### src/rtl/fcfs_dram_scheduler.sv
`default_nettype none
// fcfs_dram_scheduler: strict first-come-first-served DRAM command scheduler
// with per-bank open-page tracking and periodic all-bank refresh.
module fcfs_dram_scheduler #(
  parameter int T_RP   = 3,
  parameter int T_RCD  = 3,
  parameter int T_CL   = 4,
  parameter int T_RFC  = 8,
  parameter int T_REFI = 200
) (
  input  logic        CLK,
  input  logic        RESET,
  input  logic [31:0] ADDRESS_IN,
  input  logic [31:0] WRITE_DATA_IN,
  input  logic        R_W_IN,
  input  logic        EMPTY,
  output logic        POP,
  output logic [2:0]  CMD,
  output logic [2:0]  BANK,
  output logic [13:0] ROW,
  output logic [9:0]  COL,
  output logic [31:0] DQ_OUT,
  output logic        DQ_OE,
  input  logic [31:0] DQ_IN,
  output logic [31:0] RD_DATA,
  output logic        RD_VALID,
  output logic        BUSY
);

  typedef enum logic [3:0] {
    S_IDLE, S_PRE, S_PRE_WAIT, S_ACT, S_ACT_WAIT, S_ACCESS,
    S_RD_WAIT, S_PREA, S_PREA_WAIT, S_REF, S_REF_WAIT
  } state_t;

  localparam logic [2:0] CMD_NOP  = 3'd0;
  localparam logic [2:0] CMD_ACT  = 3'd1;
  localparam logic [2:0] CMD_RD   = 3'd2;
  localparam logic [2:0] CMD_WR   = 3'd3;
  localparam logic [2:0] CMD_PRE  = 3'd4;
  localparam logic [2:0] CMD_PREA = 3'd5;
  localparam logic [2:0] CMD_REF  = 3'd6;
  localparam int RC_W = $clog2(T_REFI + 1);

  state_t            state, next_state;
  logic [7:0]        wait_cnt;
  logic [RC_W-1:0]   ref_cnt;
  logic              ref_pending;
  logic [7:0]        bank_open;
  logic [7:0][13:0]  open_row;
  logic [31:0]       rd_data_q;
  logic              rd_valid_q;

  logic [2:0]  head_bank;
  logic [13:0] head_row;
  logic [9:0]  head_col;
  logic        ref_wrap;
  logic        rd_done;
  logic        unused_addr_bits;

  assign head_col  = ADDRESS_IN[9:0];
  assign head_bank = ADDRESS_IN[12:10];
  assign head_row  = ADDRESS_IN[26:13];
  assign unused_addr_bits = ^ADDRESS_IN[31:27];

  assign ref_wrap = (ref_cnt == RC_W'(T_REFI - 1));
  assign rd_done  = (state == S_RD_WAIT) && (wait_cnt == 8'(T_CL - 1));

  always_ff @(posedge CLK or posedge RESET) begin
    if (RESET) begin
      state       <= S_IDLE;
      wait_cnt    <= '0;
      ref_cnt     <= '0;
      ref_pending <= 1'b0;
      bank_open   <= '0;
      open_row    <= '0;
      rd_data_q   <= '0;
      rd_valid_q  <= 1'b0;
    end else begin
      state    <= next_state;
      // wait_cnt counts cycles spent in the current state
      wait_cnt <= (state != next_state) ? 8'd0 : wait_cnt + 8'd1;
      ref_cnt  <= ref_wrap ? '0 : ref_cnt + 1'b1;
      if (ref_wrap)
        ref_pending <= 1'b1;
      else if (state == S_REF_WAIT && next_state == S_IDLE)
        ref_pending <= 1'b0;
      case (state)
        S_PRE:  bank_open[head_bank] <= 1'b0;
        S_ACT: begin
          bank_open[head_bank] <= 1'b1;
          open_row[head_bank]  <= head_row;
        end
        S_PREA: bank_open <= '0;
        default: ;
      endcase
      rd_valid_q <= rd_done;
      if (rd_done) rd_data_q <= DQ_IN;
    end
  end

  always_comb begin
    next_state = state;
    CMD        = CMD_NOP;
    BANK       = '0;
    ROW        = '0;
    COL        = '0;
    POP        = 1'b0;
    DQ_OUT     = '0;
    DQ_OE      = 1'b0;
    case (state)
      S_IDLE: begin
        if (ref_pending)
          next_state = S_PREA;
        else if (!EMPTY) begin
          if (bank_open[head_bank] && open_row[head_bank] == head_row)
            next_state = S_ACCESS;
          else if (bank_open[head_bank])
            next_state = S_PRE;
          else
            next_state = S_ACT;
        end
      end
      S_PRE: begin
        CMD        = CMD_PRE;
        BANK       = head_bank;
        next_state = S_PRE_WAIT;
      end
      S_PRE_WAIT: if (wait_cnt == 8'(T_RP - 2)) next_state = S_ACT;
      S_ACT: begin
        CMD        = CMD_ACT;
        BANK       = head_bank;
        ROW        = head_row;
        next_state = S_ACT_WAIT;
      end
      S_ACT_WAIT: if (wait_cnt == 8'(T_RCD - 2)) next_state = S_ACCESS;
      S_ACCESS: begin
        BANK = head_bank;
        COL  = head_col;
        POP  = !EMPTY;
        if (R_W_IN) begin
          CMD        = CMD_WR;
          DQ_OUT     = WRITE_DATA_IN;
          DQ_OE      = 1'b1;
          next_state = S_IDLE;
        end else begin
          CMD        = CMD_RD;
          next_state = S_RD_WAIT;
        end
      end
      S_RD_WAIT:   if (rd_done) next_state = S_IDLE;
      S_PREA: begin
        CMD        = CMD_PREA;
        next_state = S_PREA_WAIT;
      end
      S_PREA_WAIT: if (wait_cnt == 8'(T_RP - 2)) next_state = S_REF;
      S_REF: begin
        CMD        = CMD_REF;
        next_state = S_REF_WAIT;
      end
      S_REF_WAIT:  if (wait_cnt == 8'(T_RFC - 2)) next_state = S_IDLE;
      default:     next_state = S_IDLE;
    endcase
  end

  assign RD_DATA  = rd_data_q;
  assign RD_VALID = rd_valid_q;
  assign BUSY     = (state != S_IDLE);

endmodule
`default_nettype wire

### config.mk
export PLATFORM = sky130hd
export DESIGN_NAME = fcfs_dram_scheduler
export DESIGN_NICKNAME = d
export VERILOG_FILES = /design/src/rtl/fcfs_dram_scheduler.sv
export SDC_FILE = /design/constraint.sdc
export NUM_CORES = 1
export LEC_CHECK = 0
export BUFFER_PORTS_ARGS = -buffer_cell sky130_fd_sc_hd__buf_2
export CORE_ASPECT_RATIO = 0.75
export CORE_UTILIZATION = 54
export CTS_BUF_LIST = sky130_fd_sc_hd__clkbuf_4 sky130_fd_sc_hd__clkbuf_8 sky130_fd_sc_hd__clkbuf_16
export CTS_CLUSTER_DIAMETER = 100
export DETAILED_ROUTE_END_ITERATION = 10
export PLACE_DENSITY = 0.8
export SYNTH_ARGS = -nofsm -noshare
export SYNTH_HDL_FRONTEND = slang
export SYNTH_SLANG_ARGS = --single-unit
### constraint.sdc
create_clock -name CLK -period 7.15 [get_ports CLK]
set_clock_uncertainty 0.2 [all_clocks]
set_input_delay 1.43 -clock CLK [delete_from_list [all_inputs] [get_ports CLK]]
set_output_delay 1.43 -clock CLK [all_outputs]
set_load 0.05 [all_outputs]
== Word level (Yosys, flattened, before mapping) ==
Index checks and enable logic that the tools add are counted.
Cells by class
  reduce and logical (&&, ||, !) cells: 11
  add/sub/neg operators: 2
  equal/unequal tests: 16
  mux-type cells: 35
  magnitude comparators: 2
  bitwise logic cells: 3
Operator list (count)
  112-bit bitwise mux: 1
  32-bit two-way mux: 2
  4-bit case mux with 11 select lines: 1
  14-bit binary-select mux with 3-bit select: 1
  14-bit demux with 3-bit select: 1
  14-bit two-way mux: 3
  4-bit two-way mux: 7
  8-bit case mux with 3 select lines: 1
  8-bit by 1-bit adder with 8-bit output (second input constant): 2
  4-bit by 3-bit equality test with 1-bit output (second input constant): 4
  8-bit two-way mux: 2
  3-bit case mux with 5 select lines: 1
  14-bit equality test: 1
  4-bit equality test (second input constant): 3
  10-bit two-way mux: 1
  3-bit two-way mux: 3
  8-bit AND: 1
  4-bit by 2-bit equality test with 1-bit output (second input constant): 2
  8-bit by 1-bit equality test with 1-bit output (second input constant): 1
  8-bit by 2-bit equality test with 1-bit output (second input constant): 1
  8-bit by 3-bit equality test with 1-bit output (second input constant): 1
  8-bit equality test (second input constant): 1
  4-bit zero test: 2
  1-bit two-way mux: 8
  15 further kinds: 18
Word-level totals
  output and inout bits: 98
  input port bits: 100
  bits in registers: 174

== Depth between registers and ports, before layout ==
Gate-level depths: netlist of the first run.
  depth after elaboration: 12
  mapped depth: 9

== Worst setup path before layout of the first run ==
Ideal clock, no wire load.
  path kind: input -> output
  start: input port ADDRESS_IN[10]
  end: output port BANK[0]
  data required time: 5.520 ns
  slack: 2.654 ns
  cell stages on the path: 5
  buffers on the path: 3
  data arrival time: 2.866 ns
  cells stage by stage: buf_6 > buf_4 > buf_2 > nand2_1 > a21oi_1
Between the ends
  word-level cells in the longest chain between the ends: 1
RTL lines
  start, declared: line 13  | input logic [31:0] ADDRESS_IN,
  3-bit two-way mux: line 110  | case (state)
  end, declared: line 19  | output logic [2:0] BANK,
No other way between the ends.

== Worst setup path after layout of the first run ==
  start: register state[1]
  end: output port CMD[0]
Between the ends
  word-level cells in the longest chain between the ends: 2
RTL lines
  start, declared: line 44  | state_t state, next_state;
  start signal, assigned: line 79  | state <= next_state;
  4-bit equality test (tied with other cells): line 110
  3-bit case mux with 5 select lines (*): line 110
  end, declared: line 18  | output logic [2:0] CMD,
Mark *: on every way between the ends. The rest lies on a longest branch, timed or not.

==> results.md, run 1 <==
* Critical Path Source Type: register
* Fmax achieved at 221 MHz
* Grt total ovfl at 0
* Clk sinks at between 150 and 200
* Measured slew at the worst slew-check pin at 1090 ps
* Gate power share at between 30% and 40%
* Leakage power at between 0.005 and 0.006 µW
* Vias post-DR at between 6k and 7k
* Commonest non-fill, non-tap cell in the layout: buf_2
* Clock group share of total power at between 20% and 30%
* Register area share after synthesis at between 50% and 60%
* Max-slew violations at 0
* First-pass GRT wire length at between 30000 and 40000 µm
* Pin count of the biggest net entering global routing at 115
* Residual DRC at 0
* Initial DRT Pass Iterations at 5
* Hold Fails Final Rpt at 0
* Syn Nets at between 800 and 900
* Clk_lat worst skew at ~430 ps
* Min-Delay Path Class: reg -> reg
* Initial antenna violation count at 1
* Pwr per Cell Area at between 300 and 400 nW/µm²
* Total negative slack at 0 ps
* Final setup violation count at 0
* Design Area, Final at ~10000 µm²
* Final WL at 21000 µm
* RSZ-0062 raised after global routing: false
* Final ANT Viol Nets at 0
* Post-Syn Instances at about 770
* Row count at 39
* GRT Resource Usage Total at 26.8%
* Postcts setup bufs at 0
* Non-Filler Instances at 1151
* Part of the power in registers at between 40% and 50%
* Post-synth EDFFs at 0
* CTS tree: yes
* Root Driver: clkbuf_16
* Tmin final at between 4000 and 5000 ps
* Die ar. at around 16000 µm²
* Worst slew margin at 26.6%
* Sw frac at 36.4%
* Worst hold slack at roughly 270 ps
* Ys flop type: dfrtp_1
* Vias in the first global route at 6218
* Post-CTS sizing at 0
* Final nets at 1039
* Endpoint type of the worst setup path: primary output
* GP Congestion at roughly 0.83
* Ant. Diodes at 0
* Initial detailed-routing violation count at between 500 and 600
* Netlist cell types at 50
* Placed Instances at 1121
* Inserted Clock Buffers at 17
* Core Area at roughly 15000 µm²
* Die H at approximately 110 µm
* Vias per cell at approximately 5.6
* Fillers at between 1k and 1.5k
* Die width at about 150 µm
* Final Cycle Share at ~63%
* Largest vdd supply drop at ~0.00020 V
* Status: finished, final reports clean
* Initial Util at approximately 56%
* Syn. warnings at 0
* # IOs at approximately 200
* Worst Setup Path Type: reg -> out
* WL per Instance at ~18 µm
* Net Sw Power at between 1000 and 1500 µW
* Arrival @ worst endpoint at between 2000 and 3000 ps
* Crit-path max FO at 43
* Max cap viols at 0
* Post-synth ARST share at 100%
* Max Root-Sink Buffers at 2
* Post-Syn Area per Cell at 11.2 µm²
* Pint at approximately 2400 µW
* CTS H-tree depth at 4
* CP required at approximately 5500 ps
* Dpl cell area at 9600 µm²
* Clock-pin slew of the registers on the worst-case setup and hold paths at about 60 ps
* Area grow syn2layout at 19.4%
* PortBufs at ~190
* Synthesized flop and latch total at ~170
* CTS hold repair buffers at 0
* Most frequent cells in the layout: buf_2, dfrtp_1, nand2_1, mux2_2, and3_1
* DP HPWL at ~14000 µm
* Share of layout cells above drive strength 1 at 37.5%
* Netlist area before placement at roughly 8600 µm²
[through the flow]
stage | total power [µW] | setup slack, ps | utilization (%)
3_3_place_gp | 2670 | 2770 | 62.5
2_1_floorplan | 2420 | 803 | -
4_1_cts | 3710 | 2640 | 66.6
5_1_grt | 3890 | 2390 | 66.6
3_5_place_dp | 2720 | 2690 | 62.5
6_report | 3700 | 2620 | 66.6
[power by group through the flow]
| stage | Clock [µW] | Sequential, µW | Combinational (µW) |
|---|---|---|---|
| after global placement | 0 | 1480 | 1190 |
| after CTS | 999 | 1490 | 1230 |
| after floorplan | 0 | 1670 | 748 |
| after detailed placement | 0 | 1500 | 1220 |
| final | 989 | 1490 | 1220 |
| after global routing | 1050 | 1530 | 1310 |
[cell families (layout without fill, tap and decap cells)]
family / Yosys count / after routing / synth area share [%]
and+or+nand+nor: 268 / 268 / 15.3
buffers and inverters: 64 / 242 / 3.66
xor gates and xnor gates: 20 / 20 / 2.04
muxes: 158 / 158 / 21.5
AOI/OAI and AO/OA: 80 / 80 / 6.16
adders and majority gates: 4 / 4 / 0.584
DFF: 174 / 174 / 50.8
[registers in the layout, indices dropped and copies added (netlist names)]
register and cells:
wait_cnt 8, ref_cnt 8, open_row 112, bank_open 8, RD_DATA 32, ref_pending 1, state 4, RD_VALID 1
[synth_stat cells (3+ instances only)]
| library cell | count | area, µm² |
|---|---|---|
| xnor2_1 | 5 | 43.8 |
| buf_2 | 16 | 80.1 |
| and3_1 | 44 | 275 |
| buf_4 | 6 | 45.0 |
| nor2_1 | 34 | 128 |
| o21ai_0 | 18 | 90.1 |
| mux2_2 | 94 | 1060 |
| nor3_2 | 6 | 60.1 |
| mux4_2 | 10 | 225 |
| nand2_1 | 121 | 454 |
| ha_1 | 4 | 50.1 |
| inv_1 | 9 | 33.8 |
| xor2_1 | 15 | 131 |
| clkbuf_1 | 23 | 86.3 |
| nand2b_1 | 6 | 37.5 |
| nand3_1 | 16 | 80.1 |
| and2_1 | 24 | 150 |
| nor3_1 | 6 | 30.0 |
| nand4_1 | 3 | 18.8 |
| dfrtp_1 | 174 | 4350 |
| mux2_1 | 14 | 158 |
| mux2i_1 | 40 | 400 |
| o22a_1 | 4 | 35.0 |
| a21o_1 | 4 | 30.0 |
| buf_1 | 5 | 18.8 |
| a21oi_1 | 23 | 115 |
| o22ai_1 | 3 | 18.8 |
| a22oi_1 | 14 | 105 |
[critical path, stage by stage, from the launching register on]
cell and delay (ps):
dfrtp_1 640, inv_2 210, nand2_1 160, nor2_2 850
and2_1 260, a21o_1 90, buf_2 260
[final timing paths]
kind / startpoint / endpoint / slack (ps) / cells after the start
worst max-delay path: state[1]$_DFF_PP0_ / CMD[0] / 2620 / 6
worst min-delay path: RD_DATA[9]$_DFFE_PP0P_ / RD_DATA[9]$_DFFE_PP0P_ / 270 / 2
worst max register to register: state[1]$_DFF_PP0_ / open_row[16]$_DFFE_PP0P_ / 4030 / 5
worst min register to register: RD_DATA[9]$_DFFE_PP0P_ / RD_DATA[9]$_DFFE_PP0P_ / 270 / 2
max in group asynchronous: RESET / wait_cnt[4]$_DFF_PP0_ / 4350 / 3
min in group asynchronous: RESET / open_row[89]$_DFFE_PP0P_ / 1050 / 2
[metal layers]
metal / track usage [%] / up-vias / routed length [µm]
li1: - / 3012 / -
met3: 6.50 / 21 / 1380
met5: 0 / - / 13
met2: 43.6 / 244 / 10400
met4: 8.25 / 2 / 272
met1: 35.6 / 3205 / 8960
[layout make-up]
| type | instances | area [µm²] | area share [%] |
|---|---|---|---|
| Sequential cell | 174 | 4350 | 42.5 |
| Multi-Input combinational cell | 530 | 3920 | 38.3 |
| Timing Repair Buffer | 201 | 1030 | 10.1 |
| Clock buffer | 21 | 474 | 4.63 |
| Tap cell | 205 | 256 | 2.51 |
| Clock inverter | 9 | 159 | 1.55 |
| Inverter | 11 | 46.3 | 0.452 |
Note: power is estimated with default switching activity, not from simulation.
==> inputs of run 2 (changes only) <==
--- a/config.mk
+++ b/config.mk
@@ -5,13 +5,14 @@
 export SDC_FILE = /design/constraint.sdc
 export NUM_CORES = 1
 export LEC_CHECK = 0
+export ABC_AREA = 1
 export BUFFER_PORTS_ARGS = -buffer_cell sky130_fd_sc_hd__buf_2
 export CORE_ASPECT_RATIO = 0.75
-export CORE_UTILIZATION = 54
+export CORE_UTILIZATION = 49
 export CTS_BUF_LIST = sky130_fd_sc_hd__clkbuf_4 sky130_fd_sc_hd__clkbuf_8 sky130_fd_sc_hd__clkbuf_16
 export CTS_CLUSTER_DIAMETER = 100
 export DETAILED_ROUTE_END_ITERATION = 10
-export PLACE_DENSITY = 0.8
+export PLACE_DENSITY = 0.76
 export SYNTH_ARGS = -nofsm -noshare
 export SYNTH_HDL_FRONTEND = slang
 export SYNTH_SLANG_ARGS = --single-unit
==> constraint.sdc (replaced) <==
create_clock -name CLK -period 3.8 [get_ports CLK]
set_clock_uncertainty 0.2 [all_clocks]
set_input_delay 0.76 -clock CLK [delete_from_list [all_inputs] [get_ports CLK]]
set_output_delay 0.76 -clock CLK [all_outputs]
set_load 0.05 [all_outputs]
==> run 2 against run 1 <==
Net effect: clock-buffer cell count shrank 4; first-iteration DRC count up 50%; area after synthesis is 3.4% higher; hold slack worse by 21 ps; global-route usage decreased by 1.7 points; sequential share of layout area decreased by 1.7 points; wire length is 7.3% higher; clock power is 79% higher; final cell count rose by 44%; combinational power rose by 130%; largest cell class unchanged.
==> results.md, run 2 <==
* Largest vdd supply drop at slightly below 0.0006 V
* Largest Register: open_row
* Initial Util at ~50%
* Postcts setup bufs at 0
* Endpoint type of the worst setup path: primary output
* Ys flop type: dfrtp_1
* Final nets at ~1.5k
* Measured slew at the worst slew-check pin at roughly 1100 ps
* Syn. warnings at 0
* Crit-path max FO at 22
* Max Root-Sink Buffers at 2
* RSZ-0062 raised after global routing: false
* Residual DRC at 0
* Register area share after synthesis at 49.1%
* Dpl cell area at 10000 µm²
* Pin count of the biggest net entering global routing at 95
* Worst r2r dst: open_row[106]$_DFFE_PP0P_
* Dpl ws at ~840 ps
* Post-Syn Area per Cell at about 7.2 µm²
* Die ar. at around 19000 µm²
* Max reg flops at 112
* Synthesized flop and latch total at about 170
* Netlist cell types at 33
* Area grow syn2layout at 20.1%
* Crit path max-delay family: buffers and inverters
* Final setup margin at roughly 370 ps
* Commonest non-fill, non-tap cell in the layout: nand2_1
* Max-slew violations at 0
* Max cap viols at 0
* Post-synth EDFFs at 0
* Post-Syn Instances at between 1k and 1.5k
* Top cells by count, synth: nand2_1, dfrtp_1, inv_1, nor2_1, o21ai_0
* Top post-synthesis cells by area: dfrtp_1, nand2_1, o21ai_0
* Clk_lat worst skew at roughly 440 ps
* CTS tree: yes
* Row count at between 40 and 50
* Initial antenna violation count at 0
* Die H at roughly 120 µm
* CP Depth at 6
* Final setup violation count at 0
* First-pass GRT wire length at ~36000 µm
* GRT Resource Usage Total at 25.1%
* RR Startpoint: state[3]$_DFF_PP0_
* Root Driver: clkbuf_16
* Syn Nets at 1340
* Hold Fails Final Rpt at 0
* Worst slew margin at approximately 28%
* CTS hold repair buffers at 0
* Vias in the first global route at about 7.3k
* Reg2reg path depth at 5
* Final Cycle Share at 90.1%
* Synth area leader: dfrtp_1
* Worst setup path startpoint: state[3]$_DFF_PP0_
* Share of layout cells above drive strength 1 at 18.2%
* DP HPWL at approximately 15000 µm
* Largest stage delay, worst path at 430 ps
* Yosys top cell area share at roughly half
* CP required at around 2800 ps
* Initial DRT Pass Iterations at 5
* Min-Delay Path Class: in -> async
* PortBufs at 192
* WL per Instance at roughly 14 µm
* Status: finished, final reports clean
* Count leader, synth: nand2_1
* Clock-pin slew of the registers on the worst-case setup and hold paths at 80 ps
* Critical path buffers and inverters at 3
* Grt total ovfl at 0
* GP Congestion at between 0.8 and 0.9
* Ant. Diodes at 0
* Leakage power at 0.00585 µW
* Final WL at roughly 23000 µm
* Arrival @ worst endpoint at about 2500 ps
* Vias post-DR at slightly above 8k
* CP max stage cell: dfrtp_1
* Post-synth ARST share at between 90% and 100%
* Most frequent cells in the layout: nand2_1, buf_2, dfrtp_1, inv_1, nor2_1
* FF-to-FF setup slack at approximately 1400 ps
* Fmax achieved at approximately 290 MHz
* Tmin final at roughly 3400 ps
* CTS H-tree depth at 4
* Inserted Clock Buffers at 17
* Clk sinks at 174
* Critical-path cell list: nor2_1 > inv_1 > nor2_4 > inv_1 > nor2_1 > buf_2
* Initial detailed-routing violation count at about 770
* Netlist area before placement at between 8000 and 9000 µm²
* Die width at ~160 µm
* Post-CTS sizing at 0
* Core Area at 17700 µm²
* Total negative slack at 0 ps
* Vias per cell at 4.95
* Final ANT Viol Nets at 0
* # IOs at roughly 200
* Pwr per Cell Area at just over 700 nW/µm²
* Design Area, Final at 10700 µm²
* Worst Setup Path Type: reg -> out
* Critical Path Source Type: register
==> run 2: per-stage QoR <==
step                util, %  total power [µW]  std cells  hold WS (ps)
CTS                    60.3              7650       1661           258
floorplan                 -              5160       1236           230
global route           60.3              8150       1661           285
global placement       56.8              5750       1629           245
detailed placement     56.8              5860       1629           254
finish                 60.3              7620       1661           246
==> run 2: how the worst max path moves through the flow <==
stage,to,slack (ps)
after floorplan,RD_DATA[0]$_DFFE_PP0P_,620
after global placement,ROW[6],870
after detailed placement,ROW[6],840
after CTS,ROW[6],380
after global routing,ROW[6],200
final,ROW[8],370
==> run 2: area by class of cell <==
class | instances | area [µm²]
Timing Repair Buffer | 204 | 1100
Inverter | 161 | 608
Clock buffer | 17 | 425
Multi-Input combinational cell | 848 | 3670
Clock inverter | 15 | 193
Fill cell | 1654 | 7000
Tap cell | 242 | 303
Sequential cell | 174 | 4350
==> run 2: worst reg2reg max path, cell delays in order, from the launching register on <==
cell,delay [ps]
dfrtp_1,430
nor2_1,190
inv_1,140
nor2_4,260
nand2_1,620
o21ai_0,430
==> run 2: logic make-up (layout without fill, tap and decap cells) <==
kind of cell | Yosys count | in the layout | synth area share (%)
AOI/OAI and AO/OA | 165 | 165 | 9.59
xor gates and xnor gates | 11 | 11 | 1.09
adders and majority gates | 4 | 4 | 0.564
buffers and inverters | 214 | 397 | 9.59
DFF | 174 | 174 | 49.1
and+or+nand+nor | 668 | 668 | 30.1
==> run 2: where the power goes <==
group	internal, µW	switching (µW)
sequential	2600	415
combinational	810	2040
clock	901	864
==> run 2: per-layer routing <==
layer  wire length, µm  GRT usage, %  up-vias
li1                  -             -     4123
met1             10400          36.6     3773
met2             10100          37.9      281
met3              1680          4.62       39
met4               365          7.89        0
met5                 0             0        -
